### src/rtl/vend_pkg.sv
// Shared types and constants for the vending controller: FSM state encoding
// and the coin denomination table.
package vend_pkg;

  typedef enum logic [1:0] {
    ST_IDLE     = 2'd0,
    ST_CREDIT   = 2'd1,
    ST_DISPENSE = 2'd2,
    ST_CHANGE   = 2'd3
  } vend_state_e;

  localparam int COIN_SEL_W = 2;
  localparam int COIN_VAL_W = 4;

  // Index 0 is the smallest coin: {1, 2, 5, 10}.
  localparam logic [3:0][COIN_VAL_W-1:0] COIN_TBL = {4'd10, 4'd5, 4'd2, 4'd1};

  function automatic logic [COIN_VAL_W-1:0] coin_value(input logic [COIN_SEL_W-1:0] sel);
    return COIN_TBL[sel];
  endfunction

endpackage

### src/rtl/vend_timeout.sv
// Idle timer for the CREDIT state: synchronous clear, counts while enabled and
// flags the terminal cycle so the controller can refund on that same edge.
module vend_timeout #(
  parameter int TIMEOUT_CYC = 1000
) (
  input  logic clk,
  input  logic rst_n,
  input  logic clr,
  input  logic en,
  output logic tc
);

  localparam int CNT_W = (TIMEOUT_CYC > 1) ? $clog2(TIMEOUT_CYC) : 1;
  localparam logic [CNT_W-1:0] LAST = CNT_W'(TIMEOUT_CYC - 1);

  logic [CNT_W-1:0] cnt;

  always_ff @(posedge clk or negedge rst_n) begin
    if (!rst_n) begin
      cnt <= '0;
    end else if (clr) begin
      cnt <= '0;
    end else if (en) begin
      cnt <= (cnt == LAST) ? '0 : cnt + 1'b1;
    end
  end

  assign tc = en && (cnt == LAST);

endmodule

### src/rtl/vend_ctrl_param.sv
// Coin-operated vending controller: accumulates credit, dispenses products
// priced by the PRICES table, returns change, and refunds on cancel or idle timeout.
module vend_ctrl_param
  import vend_pkg::*;
#(
  parameter int CREDIT_W    = 6,
  parameter int N_PROD      = 4,
  parameter logic [N_PROD-1:0][CREDIT_W-1:0] PRICES =
    {CREDIT_W'(3), CREDIT_W'(12), CREDIT_W'(5), CREDIT_W'(7)},
  parameter int TIMEOUT_CYC = 1000,
  localparam int PSEL_W     = (N_PROD > 1) ? $clog2(N_PROD) : 1
) (
  input  logic                  clk,
  input  logic                  rst_n,
  input  logic                  coin_valid,
  input  logic [COIN_SEL_W-1:0] coin_sel,
  input  logic                  buy,
  input  logic [PSEL_W-1:0]     prod_sel,
  input  logic                  cancel,
  output logic [CREDIT_W-1:0]   credit,
  output logic                  coin_reject,
  output logic                  insufficient,
  output logic                  dispense,
  output logic [PSEL_W-1:0]     product,
  output logic                  change_valid,
  output logic [CREDIT_W-1:0]   change_amt,
  output logic                  busy
);

  vend_state_e         state, state_nxt;
  logic [CREDIT_W-1:0] remainder, rem_nxt, credit_nxt;
  logic [PSEL_W-1:0]   prod_nxt;
  logic                coin_reject_nxt, insufficient_nxt;
  logic                coin_acc, tmo_clr, tc;
  logic [CREDIT_W:0]   sum;
  logic [CREDIT_W-1:0] price;
  logic                pvalid;

  // Extra top bit carries the overflow; callers reject the coin instead of wrapping.
  function automatic logic [CREDIT_W:0] add_coin(input logic [CREDIT_W-1:0] c,
                                                 input logic [COIN_SEL_W-1:0] s);
    return {1'b0, c} + (CREDIT_W+1)'(coin_value(s));
  endfunction

  function automatic logic [CREDIT_W-1:0] price_of(input logic [PSEL_W-1:0] sel);
    logic [CREDIT_W-1:0] p;
    p = '0;
    for (int i = 0; i < N_PROD; i++) begin
      if (sel == PSEL_W'(i)) p = PRICES[i];
    end
    return p;
  endfunction

  function automatic logic prod_in_range(input logic [PSEL_W-1:0] sel);
    logic ok;
    ok = 1'b0;
    for (int i = 0; i < N_PROD; i++) begin
      if (sel == PSEL_W'(i)) ok = 1'b1;
    end
    return ok;
  endfunction

  assign tmo_clr = coin_acc || (state != ST_CREDIT);

  vend_timeout #(
    .TIMEOUT_CYC(TIMEOUT_CYC)
  ) u_timeout (
    .clk  (clk),
    .rst_n(rst_n),
    .clr  (tmo_clr),
    .en   (state == ST_CREDIT),
    .tc   (tc)
  );

  always_comb begin
    state_nxt        = state;
    credit_nxt       = credit;
    rem_nxt          = remainder;
    prod_nxt         = product;
    coin_reject_nxt  = 1'b0;
    insufficient_nxt = 1'b0;
    coin_acc         = 1'b0;
    sum              = add_coin(credit, coin_sel);
    price            = price_of(prod_sel);
    pvalid           = prod_in_range(prod_sel);

    case (state)
      ST_IDLE, ST_CREDIT: begin
        // cancel beats buy beats coin; a coin arriving alongside either is returned
        if (cancel) begin
          coin_reject_nxt = coin_valid;
          if (state == ST_CREDIT) begin
            state_nxt  = ST_CHANGE;
            rem_nxt    = credit;
            credit_nxt = '0;
          end
        end else if (buy) begin
          coin_reject_nxt = coin_valid;
          if (pvalid && (credit >= price)) begin
            state_nxt = ST_DISPENSE;
            rem_nxt   = credit - price;
            prod_nxt  = prod_sel;
          end else begin
            insufficient_nxt = 1'b1;
          end
        end else if (coin_valid) begin
          if (sum[CREDIT_W]) begin
            coin_reject_nxt = 1'b1;
          end else begin
            coin_acc   = 1'b1;
            credit_nxt = sum[CREDIT_W-1:0];
            state_nxt  = ST_CREDIT;
          end
        end else if (tc) begin
          state_nxt  = ST_CHANGE;
          rem_nxt    = credit;
          credit_nxt = '0;
        end
      end
      ST_DISPENSE: begin
        coin_reject_nxt = coin_valid;
        credit_nxt      = '0;
        state_nxt       = (remainder != '0) ? ST_CHANGE : ST_IDLE;
      end
      ST_CHANGE: begin
        coin_reject_nxt = coin_valid;
        credit_nxt      = '0;
        rem_nxt         = '0;
        state_nxt       = ST_IDLE;
      end
      default: begin
        state_nxt  = ST_IDLE;
        credit_nxt = '0;
        rem_nxt    = '0;
      end
    endcase
  end

  // Outputs are decoded from the next state so every pulse comes straight off a flop.
  always_ff @(posedge clk or negedge rst_n) begin
    if (!rst_n) begin
      state        <= ST_IDLE;
      credit       <= '0;
      remainder    <= '0;
      product      <= '0;
      coin_reject  <= 1'b0;
      insufficient <= 1'b0;
      dispense     <= 1'b0;
      change_valid <= 1'b0;
      change_amt   <= '0;
      busy         <= 1'b0;
    end else begin
      state        <= state_nxt;
      credit       <= credit_nxt;
      remainder    <= rem_nxt;
      product      <= prod_nxt;
      coin_reject  <= coin_reject_nxt;
      insufficient <= insufficient_nxt;
      dispense     <= (state_nxt == ST_DISPENSE);
      change_valid <= (state_nxt == ST_CHANGE);
      change_amt   <= (state_nxt == ST_CHANGE) ? rem_nxt : '0;
      busy         <= (state_nxt == ST_DISPENSE) || (state_nxt == ST_CHANGE);
    end
  end

endmodule

### config.mk
export PLATFORM = sky130hd
export DESIGN_NAME = vend_ctrl_param
export DESIGN_NICKNAME = d
export VERILOG_FILES = /design/src/rtl/vend_pkg.sv /design/src/rtl/vend_timeout.sv /design/src/rtl/vend_ctrl_param.sv
export SDC_FILE = /design/constraint.sdc
export NUM_CORES = 1
export LEC_CHECK = 0
export ABC_AREA = 1
export CAP_MARGIN = 20
export CORE_ASPECT_RATIO = 0.6
export CORE_MARGIN = 2
export CORE_UTILIZATION = 50
export CTS_CLUSTER_DIAMETER = 40
export CTS_CLUSTER_SIZE = 25
export DETAILED_ROUTE_END_ITERATION = 16
export GPL_ROUTABILITY_DRIVEN = 1
export GPL_TIMING_DRIVEN = 0
export PLACE_DENSITY = 0.72
export SLEW_MARGIN = 20
export SYNTH_ARGS = -nofsm -noshare
export SYNTH_HDL_FRONTEND = slang
export SYNTH_SLANG_ARGS = --single-unit
### constraint.sdc
create_clock -name clk -period 2.38 [get_ports clk]
set_clock_uncertainty 0.1 [all_clocks]
set_input_delay 0.714 -clock clk [delete_from_list [all_inputs] [get_ports clk]]
set_output_delay 0.714 -clock clk [all_outputs]
set_load 0.05 [all_outputs]
# Word level (Yosys, flattened, before mapping)
# Cells that the tools add are included.
# Widths: inputs -> output; s select.
# classes
n_addsub	3
n_lt_le_gt_ge	2
eq_ne	14
mux	51
bitwise	1
n_reduce_logical	12
# op_table
operator	n
$mux 6	15
$mux 10	3
$pmux 6 s2	2
$mux 1	17
$mux 2	8
$eq 2x2->1 const B	6
$add 10x1->10 const B	1
$eq 10x10->1 const B	1
$bmux 4 s2	1
$ne 4x4->1 const B	2
$reduce_and 4->1	2
$add 6x4->7	1
$ge 6x6->1	1
$mux 3	2
$pmux 2 s3	1
$reduce_bool 6->1	1
$sub 6x6->6	1
$eq 2x1->1 const B	2
$logic_not 2->1	2
$mux 4	1
$reduce_or 2->1	2
$lt 2x3->1 const B	1
$ne 3x2->1 const B	1
$ne 3x3->1 const B	1
6 further kinds	8
# word_totals
register_bits	37
output_inout_bits	19
wordCells	94

# Logic depth before layout (Yosys ltp)
# Gate-level depths: netlist (run 1).
# logic_depth
ltp_word	13
depth_mapped	16
ltp_nobuf	15

# Modules after synthesis
# From an unflattened synthesis (run 1), not the netlist that was laid out.
# hier_totals
hier_cells	342
hier_area_um2	2511.2
# modules_own_cells
module	n_inst	cells_each	area_each_um2	seq_area_each_um2
vend_ctrl_param	1	263	1900.6	675.6
vend_timeout	1	79	610.6	250.2

# Least setup slack after synthesis (run 1)
# No wires, ideal clock.
# synth_path
path_kind	in2reg
startpoint	input prod_sel[0]
endpoint	register remainder[3]
setup_time_ps	121
arrival_ps	2338
slack_ps	-180
cell_stages	16
path_cell_list	inv_1 -> ha_1 -> inv_1 -> ha_1 -> fa_1 -> nor2_1 -> nor2_1 -> nand2_2 -> buf_6 -> inv_2 -> nand2_1 -> nand3_1 -> nand2_1 -> nor2_1 -> nor2_1 -> inv_1
# synth_via
elab_chain_len	11
word_cells_on_any_way	19
cone_classes	add/sub: 1; order compare: 1; eq/ne: 3; mux: 12; reduce/logical: 2
# synth_lines
element	line_no	text
start: declaration	vend_ctrl_param.sv:18	input logic [PSEL_W-1:0] prod_sel,
$logic_not 2->1	vend_ctrl_param.sv:49, vend_ctrl_param.sv:58	
$mux 3 (2 in series)	vend_ctrl_param.sv:49	if (sel == PSEL_W'(i)) p = PRICES[i];
$mux 6 (2 in series)	vend_ctrl_param.sv:49	
$ge 6x6->1	vend_ctrl_param.sv:99	if (pvalid && (credit >= price)) begin
$logic_and 1x1->1	vend_ctrl_param.sv:99	
$mux 6 (*)	vend_ctrl_param.sv:99	
$mux 6 (*)	vend_ctrl_param.sv:97	end else if (buy) begin
$mux 6 (*)	vend_ctrl_param.sv:90	if (cancel) begin
$pmux 6 s2 (*)	vend_ctrl_param.sv:87	case (state)
via rem_nxt[3]	vend_ctrl_param.sv:31	logic [CREDIT_W-1:0] remainder, rem_nxt, credit_nxt;
end signal: assignment	vend_ctrl_param.sv:155	remainder <= rem_nxt;
end: declaration	vend_ctrl_param.sv:31	
# The timed path passes the listed nets; every way through them passes the cells marked *.
# A chain may end at the register's enable or synchronous reset.

# Worst setup path in the final report (run 1)
# Ends and elaborated chain as after synthesis.

==> results of run 1 <==
-- cells by family (layout without fill, tap and decap cells) --
family	count (synthesis)	count (layout)	share of synthesized area, %
xor gates and xnor gates	6	6	2.12
AOI/OAI and AO/OA	40	41	10.8
and+or+nand+nor	169	169	33.3
buffers and inverters	55	102	9.37
DFF	37	37	37.3
adders and majority gates	13	13	7.15
-- final timing paths --
check / from / endpoint / slack (ns) / cells past startpoint
hold reg to reg: u_timeout.cnt[0] / u_timeout.cnt[0] / 0.39 / 1
setup / recovery: prod_sel[0] / remainder[3] / 0.03 / 17
max in group asynchronous: rst_n / state[0] / 1.53 / 2
setup reg to reg: credit[1] / remainder[3] / 0.05 / 13
min in group clk: u_timeout.cnt[0] / u_timeout.cnt[0] / 0.39 / 1
hold / removal: rst_n / credit[5] / 0.21 / 1
-- critical path: stages --
cell and delay (ns):
buf_12 0.11, inv_12 0.04, ha_4 0.12, inv_4 0.04
ha_4 0.15, fa_2 0.39, nor2_4 0.14, nor2_4 0.05
nand2_4 0.08, buf_6 0.13, inv_4 0.04, nand2_2 0.06
nand3_2 0.06, nand2_2 0.08, nor2_2 0.04, nor2_2 0.13
inv_1 0.05
-- area by class of cell --
class                      count  area, um^2
multi-input combinational    229        1540
sequential                    37         926
inverter                      52         219
timing repair buffer          39         375
tap                           63        78.8
fill                         402        1400
buffer                         3        33.8
clock buffer                   6        82.6
clock inverter                 2        37.5
-- where the power goes --
group | total, uW | internal [uW] | switching (uW) | leakage [uW]
registers | 946 | 789 | 158 | 0.000494
logic | 1750 | 616 | 1130 | 0.00101
clock network | 577 | 341 | 236 | 0.0000574
-- layout by cell type (no fill, tap or decap), types with 2 or more instances in the layout --
| cell type | count |
|---|---|
| nand4_1 | 10 |
| clkdlybuf4s50_1 | 18 |
| dfrtp_1 | 37 |
| nand3b_1 | 2 |
| nor3_1 | 6 |
| clkbuf_8 | 6 |
| ha_1 | 4 |
| ha_4 | 6 |
| nand3_1 | 21 |
| buf_4 | 10 |
| a221oi_1 | 2 |
| a31oi_1 | 3 |
| o21ai_0 | 6 |
| buf_12 | 2 |
| nand2_4 | 3 |
| o31ai_1 | 2 |
| a21oi_2 | 6 |
| nand2_2 | 9 |
| o31ai_2 | 2 |
| o21ai_4 | 3 |
| nor2_1 | 21 |
| inv_1 | 43 |
| dlygate4sd2_1 | 4 |
| o21ai_1 | 7 |
| inv_4 | 4 |
| fa_2 | 2 |
| buf_6 | 5 |
| nor2_4 | 5 |
| a21oi_1 | 6 |
| inv_2 | 3 |
| nor2_2 | 8 |
| xor2_1 | 5 |
| nand2_1 | 68 |
| nor3_2 | 2 |
| nand3_2 | 5 |
-- metrics by stage --
step | instance area (um^2) | total power (uW) | util (%) | hold WS, ns
final | 3290 | 3270 | 70.2 | 0.213
after global routing | 3290 | 3470 | 70.2 | 0.230
after CTS | 3090 | 3080 | 65.9 | 0.222
after detailed placement | 2890 | 2430 | 61.7 | 0.362
after global placement | 2870 | 2410 | 61.3 | 0.358
after floorplan | 2520 | 2000 | - | 0.318
-- flip-flops by register name, summed over array words and instances, names as in the netlist --
signal,count
u_timeout.cnt,10
change_amt,6
credit,6
remainder,6
product,2
state,2
busy,1
change_valid,1
coin_reject,1
dispense,1
insufficient,1
-- cell usage after synthesis (2+ instances only) --
cell / instances
a21oi_1: 7
a21oi_2: 5
a221oi_1: 2
a31oi_1: 3
buf_6: 3
dfrtp_1: 37
fa_1: 2
ha_1: 11
inv_1: 45
inv_2: 5
nand2_1: 73
nand2_2: 6
nand3_1: 26
nand3b_1: 2
nand4_1: 10
nor2_1: 27
nor2_2: 5
nor2_4: 2
nor3_1: 7
o21ai_0: 12
o21ai_2: 2
o31ai_1: 4
xor2_1: 5
-- what timing repair did --
item | in CTS | in global routing
endpoints found under the setup margin | 39 | 29
buffers inserted | 5 | 5
pin swaps | 8 | 20
gates resized for setup | 25 | 44
cloned | 1 | 1
-- layer usage --
layer | global-route usage [%] | wire length [um]
met1 | 39.9 | 3350
met2 | 35.8 | 2730
met3 | 5.12 | 475
met4 | 3.11 | 37
met5 | 0 | 0
==> impl_metrics.tcl, run 1 <==
set metrics [dict create \
    drt_iter0_drc 188 \
    die_y_um 58.6 \
    layoutNonFillerInstCount 431 \
    grt_use_total_pct 25.0 \
    clock-sinks 37 \
    cts_tree "done" \
    yosys_warnings 0 \
    finalHoldViolCount 0 \
    cts-root-buf "clkbuf_8" \
    period_needed_ns 2.35 \
    synthCells 320 \
    finalWirelength_um 6590 \
    p_leak_uw 0.00156 \
    io_buffers 27 \
    p_per_area_mw_per_mm2 994 \
    cp.required_ns 2.46 \
    layout_worst_path_cycle_share_pct 98.6 \
    max_freq_ghz 0.426 \
    clk_pin_slew_ns 0.08 \
    synth_edf_count 0 \
    synth_top_area_share_pct 37.3 \
    core.rowCount 19 \
    grt_start_max_net_pins 26 \
    gp_congestion 0.938 \
    crit_type "in2reg" \
    drc 0 \
    synth-main-ff-cell "dfrtp_1" \
    grt_pass1_vias 2100 \
    finalSetupTns_ns 0 \
    postSynthAreaPerCell_um2 7.76 \
    synth_area_leader_cell "dfrtp_1" \
    ir_drop_uv 552 \
    synth_nets 342 \
    grt_overflow 0 \
    finalSetupViolations 0 \
    antenna_left 0 \
    rsz0062_at_grt "yes" \
    arrival_ns 2.43 \
    netlist-cell-type-count 42 \
    wl_per_cell_um 15.3 \
    start_util_pct 53.0 \
    nNetsFinal 389 \
    cts_hold_buf 0 \
    slew_headroom_pct 53.3 \
    top_level_ports 28 \
    tightest_slew_ns 0.695 \
    dp_slack_ns -0.895 \
    antenna_found_initial 0 \
    ys_ff_latch 37 \
    maxCapViolCount 0 \
    cts_max_level 2 \
    viasPerCell 5.36 \
    clock_latency_ns 0.29 \
    synth_area_mm2 0.00248 \
    cts.path.max_buffers 2 \
    hold_class "in2async" \
    dp_hpwl_um 4710 \
    critPathMaxFanout 5 \
    start_kind "input port" \
    drive_gt1_share_pct 25.8 \
    end_kind "register" \
    vias 2309 \
    cts_buffers 5 \
    synth_area_leaders "dfrtp_1, nand2_1, inv_1, ha_1, nand3_1" \
    core_mm2 0.00468 \
    dp_cells 411 \
    yosysSeqAreaShare_pct 37.3 \
    async_reset_ff_share_pct 100 \
    dieArea_mm2 0.00557 \
    antennaDiodeCount 0 \
    worst_slack_ns 0.0340 \
    area_delta_synth_final_pct 32.4 \
    slew_violations 0 \
    first_pass_iters 4 \
    dieWidth_um 95.0 \
    outcome "complete, no violations" \
    grt_first_pass_wirelength_um 10500 \
]
Note: power is estimated with default switching activity, not from simulation.
==> run 2, diff against run 1 <==
--- a/config.mk
+++ b/config.mk
@@ -6,16 +6,16 @@
 export NUM_CORES = 1
 export LEC_CHECK = 0
 export ABC_AREA = 1
-export CAP_MARGIN = 20
+export CAP_MARGIN = 15
 export CORE_ASPECT_RATIO = 0.6
 export CORE_MARGIN = 2
-export CORE_UTILIZATION = 50
+export CORE_UTILIZATION = 56
 export CTS_CLUSTER_DIAMETER = 40
 export CTS_CLUSTER_SIZE = 25
 export DETAILED_ROUTE_END_ITERATION = 16
 export GPL_ROUTABILITY_DRIVEN = 1
 export GPL_TIMING_DRIVEN = 0
-export PLACE_DENSITY = 0.72
+export PLACE_DENSITY = 0.8
 export SLEW_MARGIN = 20
 export SYNTH_ARGS = -nofsm -noshare
 export SYNTH_HDL_FRONTEND = slang
==> run 2 against run 1 <==
The flow now finishes with violations (setup timing); sequential share of layout area grew 0.73 points; hold slack improved by 0.034 ns; non-clock buffer count is 1 lower.
==> impl_metrics.tcl, run 2 (synthesis gave the netlist of run 1 again) <==
set metrics [dict create \
    core_mm2 0.00419 \
    grt_overflow 0 \
    finalSetupViolations 8 \
    nNetsFinal 388 \
    first_pass_iters 6 \
    end_kind "register" \
    grt_use_total_pct 26.3 \
    clock_latency_ns 0.29 \
    grt_start_max_net_pins 23 \
    cp.required_ns 2.45 \
    outcome "complete, but fails checks" \
    regMostFlops "u_timeout.cnt" \
    layout_worst_path_cycle_share_pct 101 \
    antenna_left 0 \
    cts_tree "done" \
    drive_gt1_share_pct 24.3 \
    p_leak_uw 0.00155 \
    drc 0 \
    regArea_um2 926 \
    worst-r2r-cell-count 13 \
    p_per_area_mw_per_mm2 980 \
    wl_per_cell_um 15.0 \
    io_buffers 27 \
    arrival_ns 2.47 \
    top_level_ports 28 \
    finalHoldViolCount 0 \
    worst_slack_ns -0.0150 \
    largest_reg_flops 10 \
    period_needed_ns 2.39 \
    r2r_slack_ns 0.03 \
    clk_pin_slew_ns 0.08 \
    final.fill_count 309 \
    failed_checks "setup timing" \
    die_y_um 55.6 \
    maxCapViolCount 0 \
    finalInstanceArea_mm2 0.00321 \
    start_kind "input port" \
    hold_class "in2async" \
    tightest_slew_ns 0.710 \
    cts_hold_buf 0 \
    timing.rr.start "credit[1]" \
    dieWidth_um 90.0 \
    grt_first_pass_wirelength_um 10600 \
    layout_commonest_cell "nand2_1" \
    cp-startpoint "prod_sel[0]" \
    dieArea_mm2 0.00500 \
    start_util_pct 59.3 \
    cts_buffers 5 \
    rsz0062_at_grt "yes" \
    gp_congestion 0.934 \
    r2r-end "remainder[1]" \
    dp_slack_ns -0.892 \
    cts_max_level 2 \
    crit_type "in2reg" \
    vias 2413 \
    antennaDiodeCount 0 \
    viasPerCell 5.65 \
    antenna_found_initial 0 \
    slew_violations 0 \
    area_delta_synth_final_pct 29.1 \
    core.rowCount 18 \
    critPathMaxFanout 5 \
    cts-root-buf "clkbuf_8" \
    ir_drop_uv 592 \
    placed_area_mm2 0.00289 \
    multi_input_area_mm2 0.00148 \
    max_freq_ghz 0.418 \
    cts.path.max_buffers 2 \
    clock-sinks 37 \
    whs_ns 0.247 \
    drt_iter0_drc 311 \
    mostFrequentLayoutCells "nand2_1, inv_1, dfrtp_1, nor2_1, nand3_1" \
    dp_hpwl_um 4600 \
    finalWirelength_um 6430 \
    slew_headroom_pct 52.3 \
    grt_pass1_vias 2247 \
]
run 2: cell count changes in the layout (fill, tap and decap cells not counted), moves of 2 or more:
cell / change
buf_6: -2
o31ai_2: -2
o21ai_0: +3
nor2_2: -2
o31ai_1: +2
nand2_2: +2
nor2_1: +2
nand2_4: -2
o21ai_1: -3
inv_2: +2
run 2: worst max-delay path, cell delays in order:
cell     delay [ns]
buf_12         0.11
inv_12         0.04
ha_4           0.13
inv_4          0.04
ha_4           0.15
fa_2           0.39
nor2_4         0.15
nor2_4         0.05
nand2_2        0.09
buf_6          0.13
nand2_1        0.07
o21ai_1        0.07
nand2_1        0.06
nand2_1        0.08
nand2_1        0.06
nand2_2        0.08
nand2_1        0.05
run 2: timing repair:
action / 4_1_cts / 5_1_grt
gates cloned: 1 / 1
gates resized for setup: 30 / 24
pin swaps: 5 / 20
setup buffers: 5 / 4
endpoints found under the setup margin: 39 / 30
run 2: power breakdown:
part	internal (uW)	total (uW)	switching (uW)	leakage, uW
Sequential	789	944	156	0.000494
Combinational	581	1700	1120	0.000996
Clock	267	499	232	0.0000549
Total	1640	3140	1510	0.00155
run 2: final cells by class:
class                           instances  area share [%]
Tap cell                               60            2.34
Buffer                                  3            1.05
Sequential cell                        37            28.9
Clock buffer                            7            3.01
Multi-Input combinational cell        229            46.2
Clock inverter                          1           0.273
Inverter                               52            6.75
Timing Repair Buffer                   38            11.5
run 2: worst max path at each step:
stage                    endpoint  slack [ns]  cells past startpoint
finish               remainder[1]       -0.01                     17
global route         remainder[3]       -0.11                     17
floorplan           change_amt[3]       -0.02                     16
global placement    change_amt[3]       -0.83                     17
detailed placement   remainder[3]       -0.89                     17
CTS                  remainder[3]       -0.01                     17
run 2: metal layers:
layer  share of wire, %  GRT usage [%]  wire [um]  vias to the layer above
li1                   -              -          -                     1141
met2                 42           39.4       2710                      150
met3                 10           6.10        665                       14
met1                 46           39.8       2950                     1108
met5                  0              0          0                        -
met4                1.5           4.84         97                        0
run 2: metrics by stage:
| step | setup TNS (ns) | instances | utilization (%) | power (uW) |
|---|---|---|---|---|
| global placement | -35.98 | 407 | 68.5 | 2390 |
| detailed placement | -22.84 | 408 | 69.0 | 2430 |
| finish | -0.0849 | 427 | 76.5 | 3140 |
| floorplan | -0.0432 | 320 | - | 2000 |
| global route | -0.999 | 427 | 76.5 | 3330 |
| CTS | -0.0211 | 422 | 74.0 | 3020 |
